## config.mk

```make
export PLATFORM = sky130hd
export DESIGN_NAME = uart_rx_loopback_fifo
export DESIGN_NICKNAME = d
export VERILOG_FILES = /design/src/rtl/uart_rx_loopback_fifo.sv
export SDC_FILE = /design/constraint.sdc
export NUM_CORES = 1
export LEC_CHECK = 0
export ABC_AREA = 1
export ABC_CLOCK_PERIOD_IN_PS = 3110
export CAP_MARGIN = 20
export CORE_MARGIN = 2
export CORE_UTILIZATION = 50
export DETAILED_ROUTE_END_ITERATION = 10
export GPL_ROUTABILITY_DRIVEN = 0
export PLACE_DENSITY = 0.68
export SYNTH_ARGS = -nofsm -noshare
export SYNTH_HDL_FRONTEND = slang
export SYNTH_SLANG_ARGS = --single-unit
```

## constraint.sdc

```tcl
create_clock -name clk -period 3.11 [get_ports clk]
set_input_delay 0.622 -clock clk [delete_from_list [all_inputs] [get_ports clk]]
set_output_delay 0.622 -clock clk [all_outputs]
set_load 0.01 [all_outputs]
```

## src/rtl/uart_rx_loopback_fifo.sv

```systemverilog
// Receive-side loopback buffer: captures bytes from the UART receiver into a
// circular FIFO and hands them to the UART transmitter one frame at a time.
module uart_rx_loopback_fifo #(
  parameter int DEPTH        = 16,
  parameter int WIDTH        = 8,
  parameter int PTR_BITS     = 4,
  parameter int BUSY_TIMEOUT = 4
) (
  input  logic                clk,
  input  logic                reset,
  input  logic [WIDTH-1:0]    rx_Data,
  input  logic                rx_Done,
  input  logic                tx_Busy,
  input  logic                clr_Overflow,
  output logic [WIDTH-1:0]    tx_Data,
  output logic                tx_Start,
  output logic                sig_Full,
  output logic                sig_Empty,
  output logic                overflow,
  output logic [PTR_BITS:0]   count
);

  localparam int TMR_BITS = $clog2(BUSY_TIMEOUT + 1);
  localparam logic [PTR_BITS:0]   CNT_ONE  = (PTR_BITS+1)'(1);
  localparam logic [PTR_BITS:0]   CNT_ZERO = (PTR_BITS+1)'(0);
  localparam logic [PTR_BITS:0]   CNT_FULL = (PTR_BITS+1)'(DEPTH);
  localparam logic [PTR_BITS-1:0] PTR_ONE  = PTR_BITS'(1);
  localparam logic [TMR_BITS-1:0] TMR_LOAD = TMR_BITS'(BUSY_TIMEOUT);
  localparam logic [TMR_BITS-1:0] TMR_ONE  = TMR_BITS'(1);

  typedef enum logic [1:0] {
    S_IDLE      = 2'd0,
    S_START     = 2'd1,
    S_WAIT_BUSY = 2'd2,
    S_WAIT_DONE = 2'd3
  } state_e;

  state_e               state_q, state_d;
  logic [WIDTH-1:0]     mem_q [DEPTH];
  logic [PTR_BITS-1:0]  wr_ptr_q, wr_ptr_d;
  logic [PTR_BITS-1:0]  rd_ptr_q, rd_ptr_d;
  logic [PTR_BITS:0]    count_q, count_d;
  logic [TMR_BITS-1:0]  tmr_q, tmr_d;
  logic [WIDTH-1:0]     tx_data_q, tx_data_d;
  logic                 tx_start_q, tx_start_d;
  logic                 ovf_q, ovf_d;
  logic                 rx_done_q;
  logic                 full_q, empty_q;
  logic                 push_req_s, push_ok_s, drop_s, pop_s;

  // Push/pop decisions and FIFO bookkeeping; full is the registered flag so a
  // push arriving while full is dropped even if the FSM pops in the same cycle.
  always_comb begin
    push_req_s = rx_Done & ~rx_done_q;
    push_ok_s  = push_req_s & ~full_q;
    drop_s     = push_req_s & full_q;
    pop_s      = (state_q == S_IDLE) & ~empty_q & ~tx_Busy;
    wr_ptr_d   = wr_ptr_q;
    rd_ptr_d   = rd_ptr_q;
    tx_data_d  = tx_data_q;
    count_d    = count_q;
    ovf_d      = ovf_q;
    if (push_ok_s) begin
      wr_ptr_d = wr_ptr_q + PTR_ONE;
    end else begin
      wr_ptr_d = wr_ptr_q;
    end
    if (pop_s) begin
      rd_ptr_d  = rd_ptr_q + PTR_ONE;
      tx_data_d = mem_q[rd_ptr_q];
    end else begin
      rd_ptr_d  = rd_ptr_q;
      tx_data_d = tx_data_q;
    end
    case ({push_ok_s, pop_s})
      2'b10:   count_d = count_q + CNT_ONE;
      2'b01:   count_d = count_q - CNT_ONE;
      default: count_d = count_q;
    endcase
    if (drop_s) begin
      ovf_d = 1'b1;
    end else if (clr_Overflow) begin
      ovf_d = 1'b0;
    end else begin
      ovf_d = ovf_q;
    end
  end

  // Transmit handshake FSM: next state, busy-timeout counter and start pulse.
  always_comb begin
    state_d    = state_q;
    tmr_d      = tmr_q;
    tx_start_d = (state_q == S_START);
    case (state_q)
      S_IDLE: begin
        if (pop_s) begin
          state_d = S_START;
        end else begin
          state_d = S_IDLE;
        end
      end
      S_START: begin
        tmr_d   = TMR_LOAD;
        state_d = S_WAIT_BUSY;
      end
      S_WAIT_BUSY: begin
        if (tx_Busy) begin
          state_d = S_WAIT_DONE;
        end else begin
          tmr_d = tmr_q - TMR_ONE;
          // Transmitter missed the request; the byte is abandoned.
          if (tmr_q <= TMR_ONE) begin
            state_d = S_IDLE;
          end else begin
            state_d = S_WAIT_BUSY;
          end
        end
      end
      S_WAIT_DONE: begin
        if (!tx_Busy) begin
          state_d = S_IDLE;
        end else begin
          state_d = S_WAIT_DONE;
        end
      end
      default: begin
        state_d = S_IDLE;
        tmr_d   = '0;
      end
    endcase
  end

  // Control and status registers.
  always_ff @(posedge clk or negedge reset) begin
    if (!reset) begin
      state_q    <= S_IDLE;
      tmr_q      <= '0;
      wr_ptr_q   <= '0;
      rd_ptr_q   <= '0;
      count_q    <= CNT_ZERO;
      tx_data_q  <= '0;
      tx_start_q <= 1'b0;
      ovf_q      <= 1'b0;
      rx_done_q  <= 1'b0;
      full_q     <= 1'b0;
      empty_q    <= 1'b1;
    end else begin
      state_q    <= state_d;
      tmr_q      <= tmr_d;
      wr_ptr_q   <= wr_ptr_d;
      rd_ptr_q   <= rd_ptr_d;
      count_q    <= count_d;
      tx_data_q  <= tx_data_d;
      tx_start_q <= tx_start_d;
      ovf_q      <= ovf_d;
      rx_done_q  <= rx_Done;
      full_q     <= (count_d == CNT_FULL);
      empty_q    <= (count_d == CNT_ZERO);
    end
  end

  // Storage array; contents are only ever read after being written.
  always_ff @(posedge clk) begin
    if (push_ok_s) begin
      mem_q[wr_ptr_q] <= rx_Data;
    end
  end

  assign tx_Data   = tx_data_q;
  assign tx_Start  = tx_start_q;
  assign sig_Full  = full_q;
  assign sig_Empty = empty_q;
  assign overflow  = ovf_q;
  assign count     = count_q;

endmodule

```

# Word-level counts from Yosys, hierarchy flattened
# Memory sizes are Yosys's and may differ from the RTL's. A register that Yosys moved wholly into a read port is not among the register bits.
# Index checks and enable logic that the tools add are counted.
# word_totals
in_bits	13
latchBits	0
memories	1
mem_bits_rw	128
elab_cells	51
romBits	0
ff_bits	23
# mem_list
name	depth	word_bits	rd	rd_ports_with_merged_regs	wr	line_no	source
mem_q	16	8	1	1	1	39	logic [WIDTH-1:0] mem_q [DEPTH];
# classes
add_sub_neg	5
bitwise	9
n_reduce_logical	6
magnitude_cmp	1
mux	12
multipliers	0
shifts	0
eq_ne	7
div_mod_pow	0
# ops
op	count
one-hot mux 5 bit (2 select lines)	1
adder 4 x 1 -> 4 bit (second input constant)	2
one-hot mux 2 bit (4 select lines)	1
== test 2 bit (second input constant)	3
2-to-1 mux 2 bit	3
one-hot mux 3 bit (2 select lines)	1
adder 5 x 1 -> 5 bit (second input constant)	1
bitwise AND 1 bit	5
== test 5 bit (second input constant)	1
zero test 5 bit	1
2-to-1 mux 1 bit	5
subtractor 5 x 1 -> 5 bit (second input constant)	1
== test 2 x 1 -> 1 bit (second input constant)	2
inverter 1 bit	4
nonzero test 2 bit	2
<= comparator 3 x 1 -> 1 bit (second input constant)	1
2-to-1 mux 3 bit	1
subtractor 3 x 1 -> 3 bit (second input constant)	1
zero test 2 bit	1
inequality test 2 bit (second input constant)	1
AND reduction 2 bit	1
zero test 1 bit	1

# Longest topological paths before layout
# logic_depth
word_depth	6
ltp_mapped	18
depth_no_buf	18

# Worst setup path before layout
# Ideal clock, no wire load.
# synth_timing
kind	input port to flip-flop
startpoint	in tx_Busy
endpoint	reg full_q, in the netlist sig_Full
slack_ns	0.644
path_stages	15
arrival_time_ns	2.395
setup_time_ns	0.071
path_buffers	1
cell_sequence	inv_1 -> nand3_1 -> inv_1 -> buf_2 -> ha_1 -> nand2_1 -> inv_1 -> nor2_1 -> ha_1 -> nand2_1 -> nand2_2 -> or2_0 -> nor2_1 -> nand3_1 -> nor2_1
# synth_between
elab_chain_len	5
word_cells_on_any_way	6
classes_between	eq/ne (3); mux (1); bitwise (2)
# synth_rtl
element	line_no	source
start: declaration	13	input logic tx_Busy,
inverter 1 bit (*)	57	pop_s = (state_q == S_IDLE) & ~empty_q & ~tx_Busy;
bitwise AND 1 bit (*)	57	
via pop_s	49	logic push_req_s, push_ok_s, drop_s, pop_s;
== test 2 x 1 -> 1 bit or == test 2 bit (tied branches)	75	case ({push_ok_s, pop_s})
one-hot mux 5 bit (2 select lines) (*)	75	
via count_d[1]	42	logic [PTR_BITS:0] count_q, count_d;
== test 5 bit (*)	157	full_q <= (count_d == CNT_FULL);
end signal: assignment	157	
end: declaration	48	logic full_q, empty_q;
# The timed path passes the listed nets; every way through them passes the cells marked *.
# A chain may end at the register's enable or synchronous reset.

# Final worst setup path
# layout_timing
startpoint	in rx_Done
endpoint	reg full_q, in the netlist sig_Full
# layout_between
elab_chain_len	5
word_cells_on_any_way	6
classes_between	eq/ne (3); mux (1); bitwise (2)
# layout_rtl
element	line_no	source
start: declaration	12	input logic rx_Done,
bitwise AND 1 bit (*)	54	push_req_s = rx_Done & ~rx_done_q;
bitwise AND 1 bit (*)	55	push_ok_s = push_req_s & ~full_q;
== test 2 x 1 -> 1 bit or == test 2 bit (tied branches)	75	
one-hot mux 5 bit (2 select lines) (*)	75	
via count_d[1]	42	
== test 5 bit (*)	157	
# Marks and branches as above.

==> results.md <==
- Status: finished clean
- Fin crit share: a little over four fifths
- Synth Instances: 602
- Unique masters post-synth: 27
- CTS clock-pin slew for the worst setup and hold paths: around 0.060 ns
- Slowest cell on crit path: clkdlybuf4s50_1
- Finish-stage setup viols: 0
- Minimum clock period: 2.59 ns
- EDFF count, synth: ~130
- Vias per inst: approximately 5.4
- CTS tree: yes
- Crit path capture type: flip-flop
- P_leak: just over 3 nW
- Critical path type: in -> reg
- Hold WC Path Type: reg -> reg
- FF/Latch Area: 4620 sq um
- Dpl ws: 0.0910 ns
- Grt ovf: 0
- Met3 usage: 4.66%
- Ports: 30
- Clock Tree Buf Depth: 2
- DRT iter0 DRCs: about 470
- Post-DRT Antenna Nets: 0
- Diode count: 0
- Power share of the combinational group: around 32%
- Pre-Repair DR Iteration Count: 5
- Fillers: ~1,100
- Resize count post-CTS: 0
- Setup TNS: 0 ns
- Area of the core: 13,200 sq um
- Slew headroom: between 50% and 60%
- Final Core Density: between 50% and 60%
- Initial antenna violation count: 0
- RSZ-0062 raised after global routing: false
- Final HPWL DP: around 9000 um
- CTS root buf: clkbuf_16
- FMAX: between 300 and 400 MHz
- Post-synth ARST share: about a fifth
- Met2 Resource Use GR: around a third
- CP max FO: 6
- Vias after detailed routing: 4,516
- Met1 Track Usage GR: ~30%
- Clock share of power: around 28%
- GRT Total Usage: a little over a fifth
- Sw Pwr: 2.54 mW
- Yosys reg bits: 159
- Dominant synthesized flop cell: edfxtp_1
- Final Hold Vio Count: 0
- DIE AREA: 14,300 sq um
- CP max stage delay: 0.49 ns
- Slew @ Worst Pin: 0.744 ns
- Initial core utilization: approximately half
- Worst-Skew Late Latency: 0.42 ns
- Worst setup margin: 0.517 ns
- Internal power: approximately 4.6 mW
- Worst Skew: between 0.004 and 0.005 ns
- Startpoint Class: input pin
- Die span in y: ~120 um
- Cells along the critical path: clkdlybuf4s50_1 -> nand2_1 -> nor2_2 -> inv_1 -> ha_1 -> nand2_1 -> inv_1 -> nor2_1 -> ha_1 -> nand2_1 -> nand2_2 -> or2_0 -> nor2_1 -> nand3_1 -> nor2_1
- Post-Syn Area per Cell: roughly 11 sq um
- Min Hold Slack: between 0.4 and 0.5 ns
- First-pass GRT wire length: about 23,000 um
- Slew Viols, Final: 0
- Final wirelength: 14,500 um
- Worst vdd ir: 481 uV
- Register area share after synthesis: slightly below 70%
- Die Wd: 120 um
- Synthesized Nets: approximately 630
- Most used routing layer in global routing: met2
- Crit path DAT: roughly 3 ns
- H-tree depth: 4
- Buffers added on ports: 29
- WP buf/inv: 3
- Largest net degree at the start of global routing: 36
- Postcts setup bufs: 0
- Clk sinks: about 160
- P&R area growth vs syn: 16.4%
- TritonCTS buffer count: 17
- Share of layout cells above drive strength 1: about a tenth
- Pwr Density: around 920 nW/um^2
- Max-cap viol count: 0
- Row count: between 40 and 50
- Switching share of power: 35.5%
- Reg power frac: 39.3%
- # DRC: 0
- Hold_buf cts: 0
- Multi-input logic area: approximately 1800 sq um
- Vias in the first global route: between 4,000 and 5,000
- Netlist Area Pre-Place: about 6700 sq um
- Wire length per cell: approximately 17 um
- Ys Warns: 0
- Critical Path RT: 3.46 ns
- Final net count: between 600 and 700
- CP delay by family, top: simple AND/OR/NAND/NOR gates
[cells in the mapped netlist (2+ instances only)]
library cell | instances | share of area, %
nand2_1 | 188 | 11
edfxtp_1 | 128 | 57
nand3_1 | 108 | 8.1
nor2_1 | 32 | 1.8
dfrtp_1 | 30 | 11
inv_1 | 26 | 1.5
a21oi_1 | 17 | 1.3
buf_2 | 10 | 0.75
ha_1 | 10 | 1.9
buf_4 | 7 | 0.78
o21ai_0 | 7 | 0.52
buf_6 | 6 | 1.0
xor2_1 | 6 | 0.78
clkbuf_1 | 4 | 0.22
nand2_2 | 4 | 0.37
nand4_1 | 4 | 0.37
inv_2 | 3 | 0.17
clkinv_1 | 2 | 0.11
nor2_2 | 2 | 0.19
[layer usage]
metal / routed length (um) / share of wire, %
met4: 387 / 2.7
met2: 6970 / 48
met5: 0 / 0
met1: 6310 / 44
met3: 827 / 5.7
[path summary, 6_finish.rpt]
| kind | depth (start not counted) | slack [ns] | to | start |
|---|---|---|---|---|
| worst min-delay path | 1 | 0.48 | tx_Start | state_q[1] |
| min in group asynchronous | 2 | 0.60 | state_q[1] | reset |
| worst max register to register | 14 | 0.76 | sig_Full | sig_Empty |
| worst max-delay path | 15 | 0.52 | sig_Full | rx_Done |
| max in group asynchronous | 2 | 2.17 | sig_Empty | reset |
| worst min register to register | 1 | 0.48 | tx_Start | state_q[1] |
[cell usage in the layout (no fill, tap or decap), drive strengths merged]
cell	synthesis	final
a21oi	17	17
buf	23	26
bufinv	0	3
clkbuf	4	18
clkdlybuf4s50	0	29
clkinv	2	12
clkinvlp	0	1
dfrtp	30	30
dfstp	1	1
edfxtp	128	128
ha	10	10
inv	29	29
nand2	192	192
nand3	108	108
nand4	4	4
nor2	35	35
o211ai	1	1
o21ai	8	8
o22ai	1	1
or2	2	2
xnor2	1	1
xor2	6	6
[cell families after synthesis]
group | share of synthesized area [%]
adder cells (fa/ha/maj) | 1.87
buffers and inverters | 4.50
AO/OA/AOI/OAI | 2.07
flip-flops | 69.0
XOR/XNOR | 0.915
AND/OR/NAND/NOR | 21.7
[power groups by stage]
| stage | combinational, mW | sequential [mW] | clock [mW] |
|---|---|---|---|
| finish | 2.32 | 2.82 | 2.04 |
| global route | 2.61 | 2.85 | 2.15 |
| CTS | 2.33 | 2.81 | 2.08 |
| detailed placement | 2.31 | 2.86 | 0 |
| global placement | 2.23 | 2.84 | 0 |
| floorplan | 1.64 | 2.78 | 0 |
[layout make-up]
class	count	area share, %
multi-input cells	385	22.8
well taps	176	2.82
inverters	31	1.49
repair buffers	55	6.22
clock inverters	14	1.91
clock buffers	18	5.50
flip-flops and latches	159	59.3
[through the flow]
| stage | std cells | total power [mW] | area, sq um |
|---|---|---|---|
| floorplan | 602 | 4.42 | 6700 |
| global placement | 806 | 5.07 | 7220 |
| detailed placement | 806 | 5.16 | 7220 |
| CTS | 838 | 7.22 | 7800 |
| global route | 838 | 7.62 | 7800 |
| finish | 838 | 7.17 | 7800 |
[flip-flops by register name, summed over array words and instances, names as in the netlist]
name and flops:
wr_ptr_q 4, tx_Data 8, rd_ptr_q 4, rx_done_q 1, sig_Empty 1, count 5, tx_Start 1, sig_Full 1
tmr_q 3, state_q 2, mem_q 128, overflow 1
(Power assumes the default switching activity.)
